===== src/rtl/uart_rx_axis_fifo.sv =====
// Byte buffer between the UART receiver and an AXI-Stream sink: first-word-fall-through
// FIFO with packet framing (delimiter / length limit) and sticky overflow accounting.
module uart_rx_axis_fifo #(
  parameter int unsigned          DATA_BITS = 8,
  parameter int unsigned          DEPTH     = 16,
  parameter bit                   USE_DELIM = 1'b1,
  parameter logic [DATA_BITS-1:0] DELIM     = DATA_BITS'('h0A),
  parameter int unsigned          MAX_PKT   = 64
) (
  input  logic                    clk,
  input  logic                    rst,
  input  logic [DATA_BITS-1:0]    rx_data,
  input  logic                    rx_valid,
  output logic [DATA_BITS-1:0]    m_axis_tdata,
  output logic                    m_axis_tvalid,
  input  logic                    m_axis_tready,
  output logic                    m_axis_tlast,
  output logic [$clog2(DEPTH):0]  fill_level,
  output logic                    overflow,
  input  logic                    ovf_clr,
  output logic [7:0]              drop_cnt
);

  localparam int unsigned ADDR_W = $clog2(DEPTH);
  localparam int unsigned CNT_W  = ADDR_W + 1;
  localparam int unsigned PKT_W  = (MAX_PKT > 1) ? $clog2(MAX_PKT) : 1;

  localparam logic [CNT_W-1:0] FULL_LVL = CNT_W'(DEPTH);
  localparam logic [PKT_W-1:0] PKT_LAST = PKT_W'((MAX_PKT > 0) ? MAX_PKT - 1 : 0);

  // Each entry carries the byte plus the tlast flag decided when it was pushed.
  logic [DATA_BITS:0]   mem_q [DEPTH];

  logic [ADDR_W-1:0]    wrPtr_q, wrPtr_d;
  logic [ADDR_W-1:0]    rdPtr_q, rdPtr_d;
  logic [CNT_W-1:0]     fillLevel_q, fillLevel_d;
  logic [PKT_W-1:0]     pktCnt_q, pktCnt_d;
  logic                 overflow_q, overflow_d;
  logic [7:0]           dropCnt_q, dropCnt_d;

  logic                 fifoEmpty;
  logic                 fifoFull;
  logic                 popEn;
  logic                 pushEn;
  logic                 dropEn;
  logic                 delimHit;
  logic                 lenHit;
  logic                 pushLast;
  logic [DATA_BITS:0]   headEntry;

  assign fifoEmpty = (fillLevel_q == '0);
  assign fifoFull  = (fillLevel_q == FULL_LVL);
  assign popEn     = !fifoEmpty && m_axis_tready;
  // A full FIFO still accepts a byte when the head leaves in the same cycle.
  assign pushEn    = rx_valid && (!fifoFull || popEn);
  assign dropEn    = rx_valid && fifoFull && !popEn;

  assign delimHit  = USE_DELIM && (rx_data == DELIM);
  assign lenHit    = (MAX_PKT != 0) && (pktCnt_q == PKT_LAST);
  assign pushLast  = delimHit || lenHit;

  always_comb begin
    wrPtr_d     = wrPtr_q;
    rdPtr_d     = rdPtr_q;
    fillLevel_d = fillLevel_q;
    pktCnt_d    = pktCnt_q;
    overflow_d  = overflow_q;
    dropCnt_d   = dropCnt_q;

    if (pushEn) begin
      wrPtr_d  = wrPtr_q + ADDR_W'(1);
      pktCnt_d = pushLast ? '0 : pktCnt_q + PKT_W'(1);
    end
    if (popEn) begin
      rdPtr_d = rdPtr_q + ADDR_W'(1);
    end

    case ({pushEn, popEn})
      2'b10:   fillLevel_d = fillLevel_q + CNT_W'(1);
      2'b01:   fillLevel_d = fillLevel_q - CNT_W'(1);
      default: fillLevel_d = fillLevel_q;
    endcase

    // A drop coinciding with a clear is counted as the first drop after the clear.
    if (ovf_clr) begin
      overflow_d = dropEn;
      dropCnt_d  = dropEn ? 8'd1 : 8'd0;
    end else if (dropEn) begin
      overflow_d = 1'b1;
      if (dropCnt_q != 8'hFF) begin
        dropCnt_d = dropCnt_q + 8'd1;
      end
    end
  end

  always_ff @(posedge clk or posedge rst) begin
    if (rst) begin
      wrPtr_q     <= '0;
      rdPtr_q     <= '0;
      fillLevel_q <= '0;
      pktCnt_q    <= '0;
      overflow_q  <= 1'b0;
      dropCnt_q   <= 8'd0;
    end else begin
      wrPtr_q     <= wrPtr_d;
      rdPtr_q     <= rdPtr_d;
      fillLevel_q <= fillLevel_d;
      pktCnt_q    <= pktCnt_d;
      overflow_q  <= overflow_d;
      dropCnt_q   <= dropCnt_d;
    end
  end

  always_ff @(posedge clk) begin
    if (pushEn) begin
      mem_q[wrPtr_q] <= {pushLast, rx_data};
    end
  end

  // Storage is not reset, so the head is masked to zero while the FIFO is empty.
  assign headEntry     = mem_q[rdPtr_q];
  assign m_axis_tvalid = !fifoEmpty;
  assign m_axis_tdata  = fifoEmpty ? '0 : headEntry[DATA_BITS-1:0];
  assign m_axis_tlast  = !fifoEmpty && headEntry[DATA_BITS];
  assign fill_level    = fillLevel_q;
  assign overflow      = overflow_q;
  assign drop_cnt      = dropCnt_q;

endmodule


===== config.mk =====
export PLATFORM = sky130hd
export DESIGN_NAME = uart_rx_axis_fifo
export DESIGN_NICKNAME = d
export VERILOG_FILES = /design/src/rtl/uart_rx_axis_fifo.sv
export SDC_FILE = /design/constraint.sdc
export NUM_CORES = 1
export LEC_CHECK = 0
export ABC_AREA = 1
export BUFFER_PORTS_ARGS = -buffer_cell sky130_fd_sc_hd__buf_2
export CAP_MARGIN = 20
export CORE_AREA = 2 2 148 150
export CTS_BUF_LIST = sky130_fd_sc_hd__clkbuf_4 sky130_fd_sc_hd__clkbuf_8
export DETAILED_ROUTE_END_ITERATION = 7
export DIE_AREA = 0 0 150 152
export HOLD_SLACK_MARGIN = 0.12
export PLACE_DENSITY = 0.47
export SLEW_MARGIN = 20
export SYNTH_ARGS = -nofsm -noshare
export SYNTH_HDL_FRONTEND = slang
export SYNTH_SLANG_ARGS = --single-unit

===== constraint.sdc =====
create_clock -name clk -period 2.8 [get_ports clk]
set_input_delay 0.28 -clock clk [delete_from_list [all_inputs] [get_ports clk]]
set_output_delay 0.28 -clock clk [all_outputs]
set_load 0.005 [all_outputs]

# ---- Word-level counts from Yosys, hierarchy flattened
# Memories as Yosys holds them, arrays and structs flattened.
# Index checks and enable logic that the tools add are counted.
dict set report classes {
  div_mod_pow 0
  eq_ne 6
  n_mux 11
  n_mul 0
  n_reduce_logical 15
  n_bitwise 0
  shifts 0
  addsub 6
  magnitude_cmp 0
}
# cell n
set op_table {}
lappend op_table {{$mux 8} 4}
lappend op_table {{$pmux 5 s2} 1}
lappend op_table {{$add 4x1->4 const B} 2}
lappend op_table {{$add 8x1->8 const B} 1}
lappend op_table {{$eq 8x4->1 const B} 1}
lappend op_table {{$ne 8x8->1 const B} 1}
lappend op_table {{$add 6x1->6 const B} 1}
lappend op_table {{$eq 6x6->1 const B} 1}
lappend op_table {{$mux 6} 1}
lappend op_table {{$reduce_bool 2->1} 3}
lappend op_table {{$add 5x1->5 const B} 1}
lappend op_table {{$eq 5x5->1 const B} 1}
lappend op_table {{$logic_and 1x1->1} 5}
lappend op_table {{$logic_not 5->1} 1}
lappend op_table {{$mux 1} 5}
lappend op_table {{$sub 5x1->5 const B} 1}
lappend op_table {{$logic_not 1->1} 3}
lappend op_table {{$eq 2x1->1 const B} 1}
lappend op_table {{$eq 2x2->1 const B} 1}
lappend op_table {{$logic_or 1x1->1} 2}
lappend op_table {{$reduce_and 2->1} 1}
dict set report totals {
  n_memories 1
  output_inout_bits 24
  inputBits 13
  ramBits 144
  regBits 28
  elab_cells 45
  latch_bits 0
  rom_bits 0
}
# name depth word_bits read_ports rd_clocked_by_memory_dff wr line_no
set memory_table {}
lappend memory_table {mem_q 16 9 1 0 1 32} ;# logic [DATA_BITS:0] mem_q [DEPTH];

# ---- Longest topological paths before layout
# Gate-level depths: netlist of run 1.
dict set report depth {
  ltp_word 7
  mapped_depth 15
  ltp_nobuf 15
}

# ---- Worst setup path after synthesis of run 1
# No wires, ideal clock.
dict set report synth_path {
  path_kind {register to register}
  startpoint {register fillLevel_q[0] (netlist: fill_level[0])}
  endpoint {memory mem_q[0][0] in the netlist's numbering (enable)}
  path_buffers 1
  setup_slack_ns 0.909
  path_stages_with_launch 8
  setup_ns 0.374
  required_ns 2.426
  arrival_ns 1.517
  period_less_slack_ns 1.891
  path_cell_list {dfrtp_1 > nor2_2 > nand2_1 > nor3_4 > nor2_4 > buf_2 > nand2_1 > nor2_1}
}
dict set report synth_between {
  elab_chain_len 7
  elab_cells_between_ends 9
  classes_between {eq/ne (1); mux (2); reduce/logical (6)}
}
# item line_no
set synth_rtl {}
lappend synth_rtl {{start: declaration} 36} ;# logic [CNT_W-1:0] fillLevel_q, fillLevel_d;
lappend synth_rtl {{start signal: assignment} 107} ;# fillLevel_q <= fillLevel_d;
lappend synth_rtl {{$logic_not 5->1} 51} ;# assign fifoEmpty = (fillLevel_q == '0);
lappend synth_rtl {{$logic_not 1->1} 53} ;# assign popEn = !fifoEmpty && m_axis_tready;
lappend synth_rtl {{$logic_and 1x1->1} 53}
lappend synth_rtl {{$logic_or 1x1->1 *} 55} ;# assign pushEn = rx_valid && (!fifoFull || popEn);
lappend synth_rtl {{$logic_and 1x1->1 *} 55}
lappend synth_rtl {{$mux 1 *} 115} ;# if (pushEn) begin
lappend synth_rtl {{$mux 1 (implied by the code) *} 116} ;# mem_q[wrPtr_q] <= {pushLast, rx_data};
lappend synth_rtl {{end: declaration} 32}
# Mark *: on every way between the ends. The rest lies on a longest branch, timed or not.

# ---- Final worst setup path of run 1
dict set report layout_path {
  startpoint {register rdPtr_q[0]}
  endpoint {output m_axis_tlast}
}
dict set report layout_between {
  elab_chain_len 2
}
# item line_no
set layout_rtl {}
lappend layout_rtl {{start: declaration} 35} ;# logic [ADDR_W-1:0] rdPtr_q, rdPtr_d;
lappend layout_rtl {{start signal: assignment} 106} ;# rdPtr_q <= rdPtr_d;
lappend layout_rtl {{$mem_v2 16x9} -}
lappend layout_rtl {{$logic_and 1x1->1} 124} ;# assign m_axis_tlast = !fifoEmpty && headEntry[DATA_BITS];
lappend layout_rtl {{end: declaration} 17} ;# output logic m_axis_tlast,
# No other way between the ends.

==> summary.md, run 1 <==
| Metric | Value |
|---|---|
| Most area-consuming cells after synthesis | edfxtp_1 (59%), dfrtp_1 (9.6%), nor2_1 (5.4%) |
| Final worst-path cycle share | 92.9% |
| Layout cell share with drive strength beyond 1 | 17.8% |
| Combinational family with the most area after synthesis | simple AND/OR/NAND/NOR gates |
| Number of sinks handled by clock tree synthesis | 172 |
| CTS root buf | clkbuf_8 |
| Largest area contributor in the netlist | edfxtp_1 |
| Synth Warn # | 0 |
| Layout filler cell count | 2,088 |
| Arr. time, crit path | 2320 ps |
| Reg2reg path depth | 6 |
| Global router's overall resource usage | 17.1% |
| Simple-Gate Fraction of Synth Area | 12.3% |
| Port buffer count | 36 |
| IR Drop Worst-Case VDD | 0.408 mV |
| Final setup margin | 199 ps |
| Number of vias per cell | 5.13 |
| Cell Area, Synth | 7310 um2 |
| Nature of the critical path endpoint | primary output |
| Instance count after placement with tap cells included | 926 |
| Wire length after detailed routing | 18.7 mm |
| Pin count of the biggest net entering global routing | 74 |
| Drt initial violations | 357 |
| Clk_lat worst skew | 460 ps |
| Mean routed wirelength per cell | 19.5 um |
| Min-Delay Path Class | primary input to flip-flop |
| Initial core utilization | 34.2% |
| Leakage dissipation | 3.07 nW |
| Number of setup buffers added after CTS | 0 |
| Most frequently used flop master after synthesis | edfxtp_1 |
| PwrDens | 959 nW/um2 |
| Xor-xnor portion of the synthesized cell area | 1.56% |
| CTS max path bufs | 2 |
| Number of remaining DRC errors | 0 |
| Aggregate negative setup slack | 0 ps |
| Result of the run | finished clean |
| Core footprint | 21,400 um2 |
| Worst slack, placed | 459 ps |
| Unrepaired setup endpoints after global routing | no |
| Data required, critical path | 2520 ps |
| Final setup fails | 0 |
| Number of enable-type register cells in the synthesized netlist | 144 |
| Final Instance Count excl. Fillers | 961 |
| Category of the worst setup path launch point | flip-flop |
| Die area | 22,800 um2 |
| Relative max-transition margin | 42.9% |
| Detail Route Antenna Nets | 0 |
| Adder-cell share of the synthesized area | 1.37% |
| Async S/R FF share, synth | 16.3% |
| Final hold vios | 0 |
| Area growth, synth to finish | 15.0% |
| Residual overflow from global routing | 0 |
| Maximum capacitance violations | 0 |
| Proportion of synthesized area in mux cells | 0% |
| Worst clock skew on the final layout | 12.9 ps |
| Number of distinct library cells after synthesis | 34 |
| Cell area after placement | 7950 um2 |
| DP Wirelength | 12.1 mm |
| I/O pin count | 37 |
| Synthesized instance count | 609 |
| Highest clock rate | 385 MHz |
| Compound-gate portion of the synthesized area | 12.0% |
| Overall power of the completed layout | 8.06 mW |
| Transition time at the pin with the least slew margin | 854 ps |
| CTS clk-pin slew, worst paths | 90 ps |
| First-pass GRT wire length | 29.1 mm |
| Vias after detailed routing | 4,926 |
| Number of inserted diodes | 0 |
| Final net count | 689 |
| Synthesized net count | 630 |
| Number of standard-cell rows in the floorplan | 54 |
| Mean instance size in the synthesized netlist | 12.0 um2 |
| Die Height | 152 um |
| Routability congestion estimate from global placement | 0.792 |
| Max-slew violation count | 0 |
| Htree depth | 4 |
| Worst Hold Margin | 216 ps |
| Final core utilization | 39.4% |
| Tmin final | 2600 ps |
| Sequential cell area fraction in the yosys report | 68.7% |
| Post-synth top area share | 59.1% |
| Die Wd | 150 um |
| Flip-flop and latch count after synthesis | 172 |
| Initial antenna violation count | 0 |
| CP Class | flip-flop to primary output |
| Top fanout value on the critical path | 34 |
| Pre-Repair DR Iteration Count | 5 |
| CTS tree | yes |
| Inserted Clock Buffers | 17 |
| Summed area of non-filler cells in the final layout | 8410 um2 |
| Via count of the first global-routing pass | 4,980 |
| Min-Delay Path Depth | 3 |
## worst max-delay path, cell delays in order (launching register included)
cell     delay (ps)
dfrtp_2         440
inv_2           280
buf_12          240
o21ai_0         100
o22ai_1         140
nor2_1           60
nor2_1           80
o21ai_0         140
a21oi_1         210
buf_2           150
## synth_stat cells (8+ instances only)
master,count
ha_1,8
o21ai_0,76
dfrtp_1,28
o21ai_1,14
o221ai_1,30
edfxtp_1,144
xor2_1,12
nand3_1,31
nand2_1,42
buf_2,13
inv_1,27
nor2_1,106
a21oi_1,17
clkbuf_1,13
## routing by layer
layer,GRT usage (%),part of all wire (%),vias to the layer above
li1,-,-,2318
met1,22.6,45,2465
met2,28.0,49,123
met3,4.11,4.3,20
met4,4.99,2.0,0
met5,0,0,-
## layout make-up
type | instances | area, um2 | share of cell area [%]
clock buffers | 17 | 234 | 2.78
clock inverters | 15 | 189 | 2.25
multi-input cells | 370 | 1990 | 23.7
inverters | 34 | 128 | 1.52
repair buffers | 73 | 490 | 5.84
flip-flops and latches | 172 | 5030 | 59.8
well taps | 280 | 350 | 4.17
## cell families (layout without fill, tap and decap cells)
group | Yosys count | in the layout
and+or+nand+nor | 201 | 201
DFF | 172 | 172
AOI/OAI and AO/OA | 148 | 148
buffers and inverters | 67 | 139
xor gates and xnor gates | 13 | 13
adders and majority gates | 8 | 8
## power breakdown
part	switching, mW	internal [mW]
Clock	0.949	0.898
Combinational	1.91	0.993
Sequential	0.182	3.13
Total	3.04	5.02
## worst paths after layout
check,slack [ps],startpoint,to
min reg2reg,520,fill_level[4],fill_level[4]
min in group asynchronous,440,rst,drop_cnt[5]
max reg2reg,510,fill_level[0],mem_q[15][0]
max,200,rdPtr_q[0],m_axis_tlast
min,220,m_axis_tready,rdPtr_q[2]
max in group asynchronous,1700,rst,rdPtr_q[0]
## placed cells by master, fill, tap and decap left out, types with 4 or more instances in the layout
cell type / n
clkbuf_8: 17
clkinv_1: 4
inv_2: 6
nor2_1: 106
nand2_1: 42
o221ai_1: 30
ha_1: 8
xor2_1: 12
o21ai_0: 76
a21oi_1: 17
nand3_1: 31
nand4_1: 6
inv_1: 27
nand2_2: 4
edfxtp_1: 144
o21ai_1: 14
buf_2: 36
dfrtp_1: 27
o22ai_1: 6
buf_4: 32
## timing repair
action,CTS,global route
hold buffers,3,0
hold endpoints to repair,18,0
resized for setup,0,0
## sequential cells by signal, indices dropped and copies added (netlist names)
name,flops
mem_q,144
drop_cnt,8
pktCnt_q,6
fill_level,5
rdPtr_q,4
wrPtr_q,4
overflow,1
(Power assumes the default switching activity.)
==> run 2: changes to the inputs <==
--- a/config.mk
+++ b/config.mk
@@ -14,6 +14,7 @@
 export DIE_AREA = 0 0 150 152
 export HOLD_SLACK_MARGIN = 0.12
 export PLACE_DENSITY = 0.47
+export REMOVE_ABC_BUFFERS = 1
 export SLEW_MARGIN = 20
 export SYNTH_ARGS = -nofsm -noshare
 export SYNTH_HDL_FRONTEND = slang
==> run 2 against run 1 <==
Net effect:
- combinational power down 3%
- sequential power rose by 2%
- cell area shrank 0.46%
- clock power about the same
- highest routed layer unchanged
- largest cell class unchanged
- sequential share of layout area is 0.28 points higher
- die area did not move
- final cell count fell by 0.83%
==> summary.md, run 2 (same netlist as run 1, synthesis figures left out) <==
| Metric | Value |
|---|---|
| Residual overflow from global routing | 0 |
| I/O pin count | 37 |
| PwrDens | 961 nW/um2 |
| Number of remaining DRC errors | 0 |
| Worst reg2reg path startpoint | pktCnt_q[0] |
| CTS root buf | clkbuf_8 |
| Mean routed wirelength per cell | 18.4 um |
| Top Usage Layer GRT | met2 |
| Capturing instance or port of the critical path | m_axis_tdata[5] |
| Layout cell share with drive strength beyond 1 | 17.1% |
| Slowest stage delay, CP | 570 ps |
| CTS max path bufs | 2 |
| Vias after detailed routing | 4,815 |
| Number of sinks handled by clock tree synthesis | 172 |
| Drt initial violations | 296 |
| Met1 track utilization from global routing | 22.3% |
| Die Height | 152 um |
| Register area | 5030 um2 |
| Final net count | 681 |
| Unrepaired setup endpoints after global routing | no |
| Nature of the critical path endpoint | primary output |
| Htree depth | 4 |
| First-pass GRT wire length | 27.5 mm |
| Instance count after placement with tap cells included | 918 |
| Critical-path cell list | buf_12 > o21ai_0 > o221ai_1 > nand3_1 > a21oi_1 > buf_2 |
| Cell area after placement | 7910 um2 |
| Pin count of the biggest net entering global routing | 61 |
| Clk_lat worst skew | 450 ps |
| Global-route track usage on met2 | 24.3% |
| Final worst-path cycle share | 93.4% |
| Number of setup buffers added after CTS | 0 |
| Port buffer count | 36 |
| Area growth, synth to finish | 14.4% |
| DP Wirelength | 11.1 mm |
| Highest clock rate | 382 MHz |
| Global router's overall resource usage | 15.9% |
| Arr. time, crit path | 2330 ps |
| CTS clk-pin slew, worst paths | 90 ps |
| Die area | 22,800 um2 |
| Final Instance Count excl. Fillers | 953 |
| Top fanout value on the critical path | 60 |
| Number of vias per cell | 5.05 |
| Min-Delay Path Class | primary input to flip-flop |
| Reg2reg path depth | 7 |
| Most common cell after layout, fill and taps aside | edfxtp_1 |
| Maximum capacitance violations | 0 |
| Data required, critical path | 2520 ps |
| Transition time at the pin with the least slew margin | 765 ps |
| Worst slack, placed | 473 ps |
| CP Class | flip-flop to primary output |
| Summed area of non-filler cells in the final layout | 8370 um2 |
| Final setup margin | 185 ps |
| Final hold vios | 0 |
| Pre-Repair DR Iteration Count | 5 |
| Capture instance of the worst register-to-register path | mem_q[1][8] |
| Routability congestion estimate from global placement | 0.792 |
| Number of flip-flops in the largest register | 144 |
| Category of the worst setup path launch point | flip-flop |
| Tmin final | 2610 ps |
| Overall power of the completed layout | 8.04 mW |
| Final setup fails | 0 |
| Initial antenna violation count | 0 |
| IR Drop Worst-Case VDD | 0.392 mV |
| Met3 track demand over resource | 3.93% |
| Multi-input gate area | 1990 um2 |
| Inserted Clock Buffers | 17 |
| Reg with most FFs | mem_q |
| Max-slew violation count | 0 |
| Detail Route Antenna Nets | 0 |
| CTS tree | yes |
| Number of inserted diodes | 0 |
| Initial core utilization | 34.2% |
| Result of the run | finished clean |
| Via count of the first global-routing pass | 4,798 |
| CP max-delay cell | dfrtp_2 |
| Leakage dissipation | 3.04 nW |
| Core footprint | 21,400 um2 |
| Number of standard-cell rows in the floorplan | 54 |
| Critical path origin | rdPtr_q[0] |
| Final core utilization | 39.2% |
| Die Wd | 150 um |
| Commonest non-fill, non-tap cells in the layout | edfxtp_1 (144), nor2_1 (106), o21ai_0 (76) |
| Layout filler cell count | 2,110 |
| Wire length after detailed routing | 17.5 mm |
| Worst clock skew on the final layout | 8.49 ps |
| Relative max-transition margin | 49.0% |
| Setup slack on the worst flop-to-flop path | 630 ps |
==> run 2: metrics by stage <==
| stage | hold slack (ps) | setup TNS, ps |
|---|---|---|
| floorplan | 345 | -433 |
| global placement | 445 | 0 |
| detailed placement | 460 | 0 |
| CTS | 202 | 0 |
| global route | 213 | 0 |
| finish | 231 | 0 |
==> run 2: how the worst min path moves through the flow <==
| stage | end | slack [ps] | startpoint | cells after the start |
|---|---|---|---|---|
| floorplan | drop_cnt[0] | 350 | rst | 1 |
| global placement | drop_cnt[0] | 450 | rst | 2 |
| detailed placement | drop_cnt[1] | 460 | rst | 2 |
| CTS | mem_q[14][6] | 200 | rx_data[6] | 1 |
| global route | mem_q[13][5] | 210 | rx_data[5] | 1 |
| finish | mem_q[11][6] | 230 | rx_data[6] | 1 |
==> run 2: worst max-delay path, delay by kind of cell, from the launching register on <==
family,cells,cell delay (ps)
buf+inv,2,470
simple gates,1,120
compound gates,3,680
flops,1,570
==> run 2: where the power goes <==
part | internal, mW | switching, mW
sequential | 3.13 | 0.230
combinational | 0.965 | 1.86
clock | 0.974 | 0.883
total | 5.07 | 2.97
==> run 2: routing by layer <==
layer / vias up / part of all wire [%]
li1: 2309 / -
met4: 0 / 1.6
met3: 14 / 6.0
met5: - / 0
met1: 2359 / 46
met2: 133 / 47
==> run 2: area by class of cell <==
class | count | share of cell area (%)
well taps | 280 | 4.19
clock buffers | 22 | 3.47
inverters | 34 | 1.56
flip-flops and latches | 172 | 60.1
multi-input cells | 370 | 23.8
clock inverters | 10 | 1.66
repair buffers | 65 | 5.29
==> run 2: timing repair <==
action,in CTS,in global routing
hold buffers,3,0
gates resized for setup,0,2
setup endpoints to repair,0,7
hold endpoints to repair,22,0
==> run 3: changes to the inputs <==
==> config.mk (replaced) <==
export PLATFORM = sky130hd
export DESIGN_NAME = uart_rx_axis_fifo
export DESIGN_NICKNAME = d
export VERILOG_FILES = /design/src/rtl/uart_rx_axis_fifo.sv
export SDC_FILE = /design/constraint.sdc
export NUM_CORES = 1
export LEC_CHECK = 0
export CAP_MARGIN = 20
export CORE_AREA = 2 2 146 148
export CTS_BUF_LIST = sky130_fd_sc_hd__clkbuf_4 sky130_fd_sc_hd__clkbuf_8
export DETAILED_ROUTE_END_ITERATION = 7
export DIE_AREA = 0 0 148 150
export DONT_BUFFER_PORTS = 1
export HOLD_SLACK_MARGIN = 0.12
export PLACE_DENSITY = 0.46
export REMOVE_ABC_BUFFERS = 1
export SLEW_MARGIN = 20
export SYNTH_ARGS = -nofsm -noshare
export SYNTH_HDL_FRONTEND = slang
export SYNTH_SLANG_ARGS = --single-unit
==> run 3 against run 2 <==
Net effect:
- sequential share of layout area rose by 2.1 points
- critical path type is now flip-flop to flip-flop
- critical path depth rose by 3
- sequential power barely moved
- global-route usage fell by 0.98 points
- utilization fell by 0.11 points
- via count fell by 24%
- cell area fell by 3.4%
- combinational power fell by 18%
- hold slack got worse by 70 ps
- die area fell by 2.6%
- clock power fell by 11%
- critical endpoint is now fill_level[4]
==> summary.md, run 3 <==
| Metric | Value |
|---|---|
| Critical-path cell list | or4_4 > o21ai_2 > nor2_1 > xor2_1 > ha_1 > or4b_2 > o32ai_2 > nand3_1 > o21ai_0 |
| CP max-delay cell | or4b_2 |
| Most instantiated cells after synthesis | edfxtp_1 (144), mux4_2 (36), dfrtp_1 (28) |
| Most frequently used flop master after synthesis | edfxtp_1 |
| Final Instance Count excl. Fillers | 723 |
| Logic gate share of total power | 31.6% |
| IR Drop Worst-Case VDD | 0.385 mV |
| CTS max path bufs | 2 |
| Mean instance size in the synthesized netlist | 17.7 um2 |
| CP Class | flip-flop to flip-flop |
| CTS root buf | clkbuf_8 |
| CTS tree | yes |
| Summed area of non-filler cells in the final layout | 8090 um2 |
| Initial core utilization | 34.5% |
| Layout cell share with drive strength beyond 1 | 26.0% |
| Detail Route Antenna Nets | 0 |
| Post-synth top area share | 60.5% |
| Number of flip-flops in the largest register | 144 |
| Met3 track demand over resource | 3.96% |
| Highest clock rate | 382 MHz |
| Arr. time, crit path | 2980 ps |
| Relative max-transition margin | 26.2% |
| Die Wd | 148 um |
| Global router's overall resource usage | 15.0% |
| Slowest stage delay, CP | 640 ps |
| Transition time at the pin with the least slew margin | 1100 ps |
| Wire length after detailed routing | 15.8 mm |
| Vias after detailed routing | 3,659 |
| Final hold vios | 0 |
| Most area-consuming cells after synthesis | edfxtp_1 (60%), mux4_2 (11%), dfrtp_1 (9.8%) |
| Instance count after placement with tap cells included | 677 |
| Aggregate negative setup slack | 0 ps |
| Flip-flop and latch count after synthesis | 172 |
| Most common cell in the netlist | edfxtp_1 |
| First-pass GRT wire length | 23.7 mm |
| Mean routed wirelength per cell | 21.9 um |
| Cell area after placement | 7570 um2 |
| Critical path's top delay family | simple AND/OR/NAND/NOR gates |
| Synthesized instance count | 403 |
| Met1 track utilization from global routing | 18.4% |
| Nature of the critical path endpoint | flip-flop |
| Leakage dissipation | 2.67 nW |
| Drt initial violations | 242 |
| Final net count | 454 |
| Core footprint | 20,700 um2 |
| Synth Warn # | 0 |
| Tmin final | 2610 ps |
| Inserted Clock Buffers | 17 |
| Number of setup buffers added after CTS | 0 |
| Routability congestion estimate from global placement | 0.797 |
| Most common cell after layout, fill and taps aside | edfxtp_1 |
| DP Wirelength | 9.21 mm |
| Number of distinct library cells after synthesis | 54 |
| Htree depth | 4 |
| Async S/R FF share, synth | 16.3% |
| Clk_lat worst skew | 450 ps |
| Maximum capacitance violations | 0 |
| Number of sinks handled by clock tree synthesis | 172 |
| Number of remaining DRC errors | 0 |
| Global-route track usage on met2 | 25.1% |
| Number of vias per cell | 5.06 |
| Internal | 4.93 mW |
| Worst clock skew on the final layout | 13.0 ps |
| I/O pin count | 37 |
| Die area | 22,200 um2 |
| Max-slew violation count | 0 |
| Min-Delay Path Class | primary input to flip-flop |
| CTS clk-pin slew, worst paths | 90 ps |
| Top Usage Layer GRT | met2 |
| Layout filler cell count | 1,931 |
| PwrDens | 900 nW/um2 |
| Final core utilization | 39.1% |
| Unrepaired setup endpoints after global routing | no |
| Port buffer count | 0 |
| Pin count of the biggest net entering global routing | 28 |
| Pre-Repair DR Iteration Count | 4 |
| Number of enable-type register cells in the synthesized netlist | 144 |
| Largest area contributor in the netlist | edfxtp_1 |
| Number of standard-cell rows in the floorplan | 53 |
| Final worst-path cycle share | 93.4% |
| Switching power total | 2.35 mW |
| Via count of the first global-routing pass | 3,865 |
| Clock Power Share | 22.7% |
| Initial antenna violation count | 1 |
| Sequential cell area fraction in the yosys report | 70.3% |
| Top fanout value on the critical path | 3 |
| Residual overflow from global routing | 0 |
| Cell Area, Synth | 7150 um2 |
| Multi-input gate area | 2030 um2 |
| Final setup fails | 0 |
| Reg with most FFs | mem_q |
| Category of the worst setup path launch point | flip-flop |
| Switching Fraction | 32.3% |
| Commonest non-fill, non-tap cells in the layout | edfxtp_1 (144), mux4_2 (36), dfrtp_1 (27) |
| Sequential share of power | 45.7% |
| Buffering stage count on the worst path with inverters included | 0 |
| Data required, critical path | 3170 ps |
| Die Height | 150 um |
| Register area | 5030 um2 |
| Worst Hold Margin | 162 ps |
| Result of the run | finished clean |
| Area growth, synth to finish | 13.1% |
[run 3: cell types whose count changed after synthesis, sizes merged, moves of 5 or more]
cell,previous run,this run
inv,33,6
nand2,46,13
or4,0,5
o22ai,6,0
nor2,109,17
o221ai,30,0
xor2,12,4
o21ai,90,20
xnor2,1,7
mux2i,0,11
mux4,0,36
mux2,0,12
buf,20,9
nand3,35,8
[run 3: power groups by stage]
stage                     clock network (mW)  registers [mW]  logic, mW
after floorplan                            0            3.60       1.31
after global routing                    1.79            3.37       2.53
final                                   1.65            3.33       2.30
after detailed placement                   0            3.39       2.30
after global placement                     0            3.37       2.31
after CTS                               1.70            3.33       2.36
[run 3: routing by layer]
layer,wire (um),part of all wire (%),vias up
li1,-,-,1669
met1,6850,43,1906
met2,7950,50,67
met3,631,4.0,17
met4,361,2.3,0
met5,0,0,-
[run 3: tightest hold or removal path: cells and delay by family]
kind	cells	cell delay, ps
XOR/XNOR	1	140
AO/OA/AOI/OAI	2	130
[run 3: area by class of cell]
type / instances / area share [%]
Clock inverter: 12 / 1.42
Sequential cell: 172 / 62.2
Antenna cell: 2 / 0.0619
Clock buffer: 20 / 3.17
Tap cell: 275 / 4.26
Inverter: 6 / 0.279
Multi-Input combinational cell: 205 / 25.1
Timing Repair Buffer: 31 / 3.56
[run 3: stage by stage]
stage               total power [mW]  setup WS [ps]
detailed placement              5.69            156
global placement                5.67            162
CTS                             7.38            129
global route                    7.69           48.0
floorplan                       4.91           -161
finish                          7.28            185
[run 3: timing repair]
item                       CTS  global route
hold endpoints to repair   162             0
gates resized for setup      0             1
hold buffers                12             0
setup endpoints to repair    0             1
[run 3: logic make-up after synthesis]
| group | share of synthesized area [%] |
|---|---|
| flip-flops | 70.3 |
| AND/OR/NAND/NOR | 5.95 |
| multiplexers | 14.8 |
| AO/OA/AOI/OAI | 4.66 |
| buffers and inverters | 1.58 |
| XOR/XNOR | 1.35 |
| adder cells (fa/ha/maj) | 1.40 |
[run 3: final timing paths]
check / from / end / slack, ps / cells past startpoint
min in group asynchronous: rst / drop_cnt[5] / 430 / 2
max in group asynchronous: rst / rdPtr_q[0] / 1710 / 3
hold / removal: rx_valid / fill_level[3] / 160 / 3
setup reg to reg: fill_level[0] / fill_level[4] / 190 / 9
setup / recovery: fill_level[0] / fill_level[4] / 190 / 9
hold reg to reg: pktCnt_q[4] / pktCnt_q[4] / 520 / 1
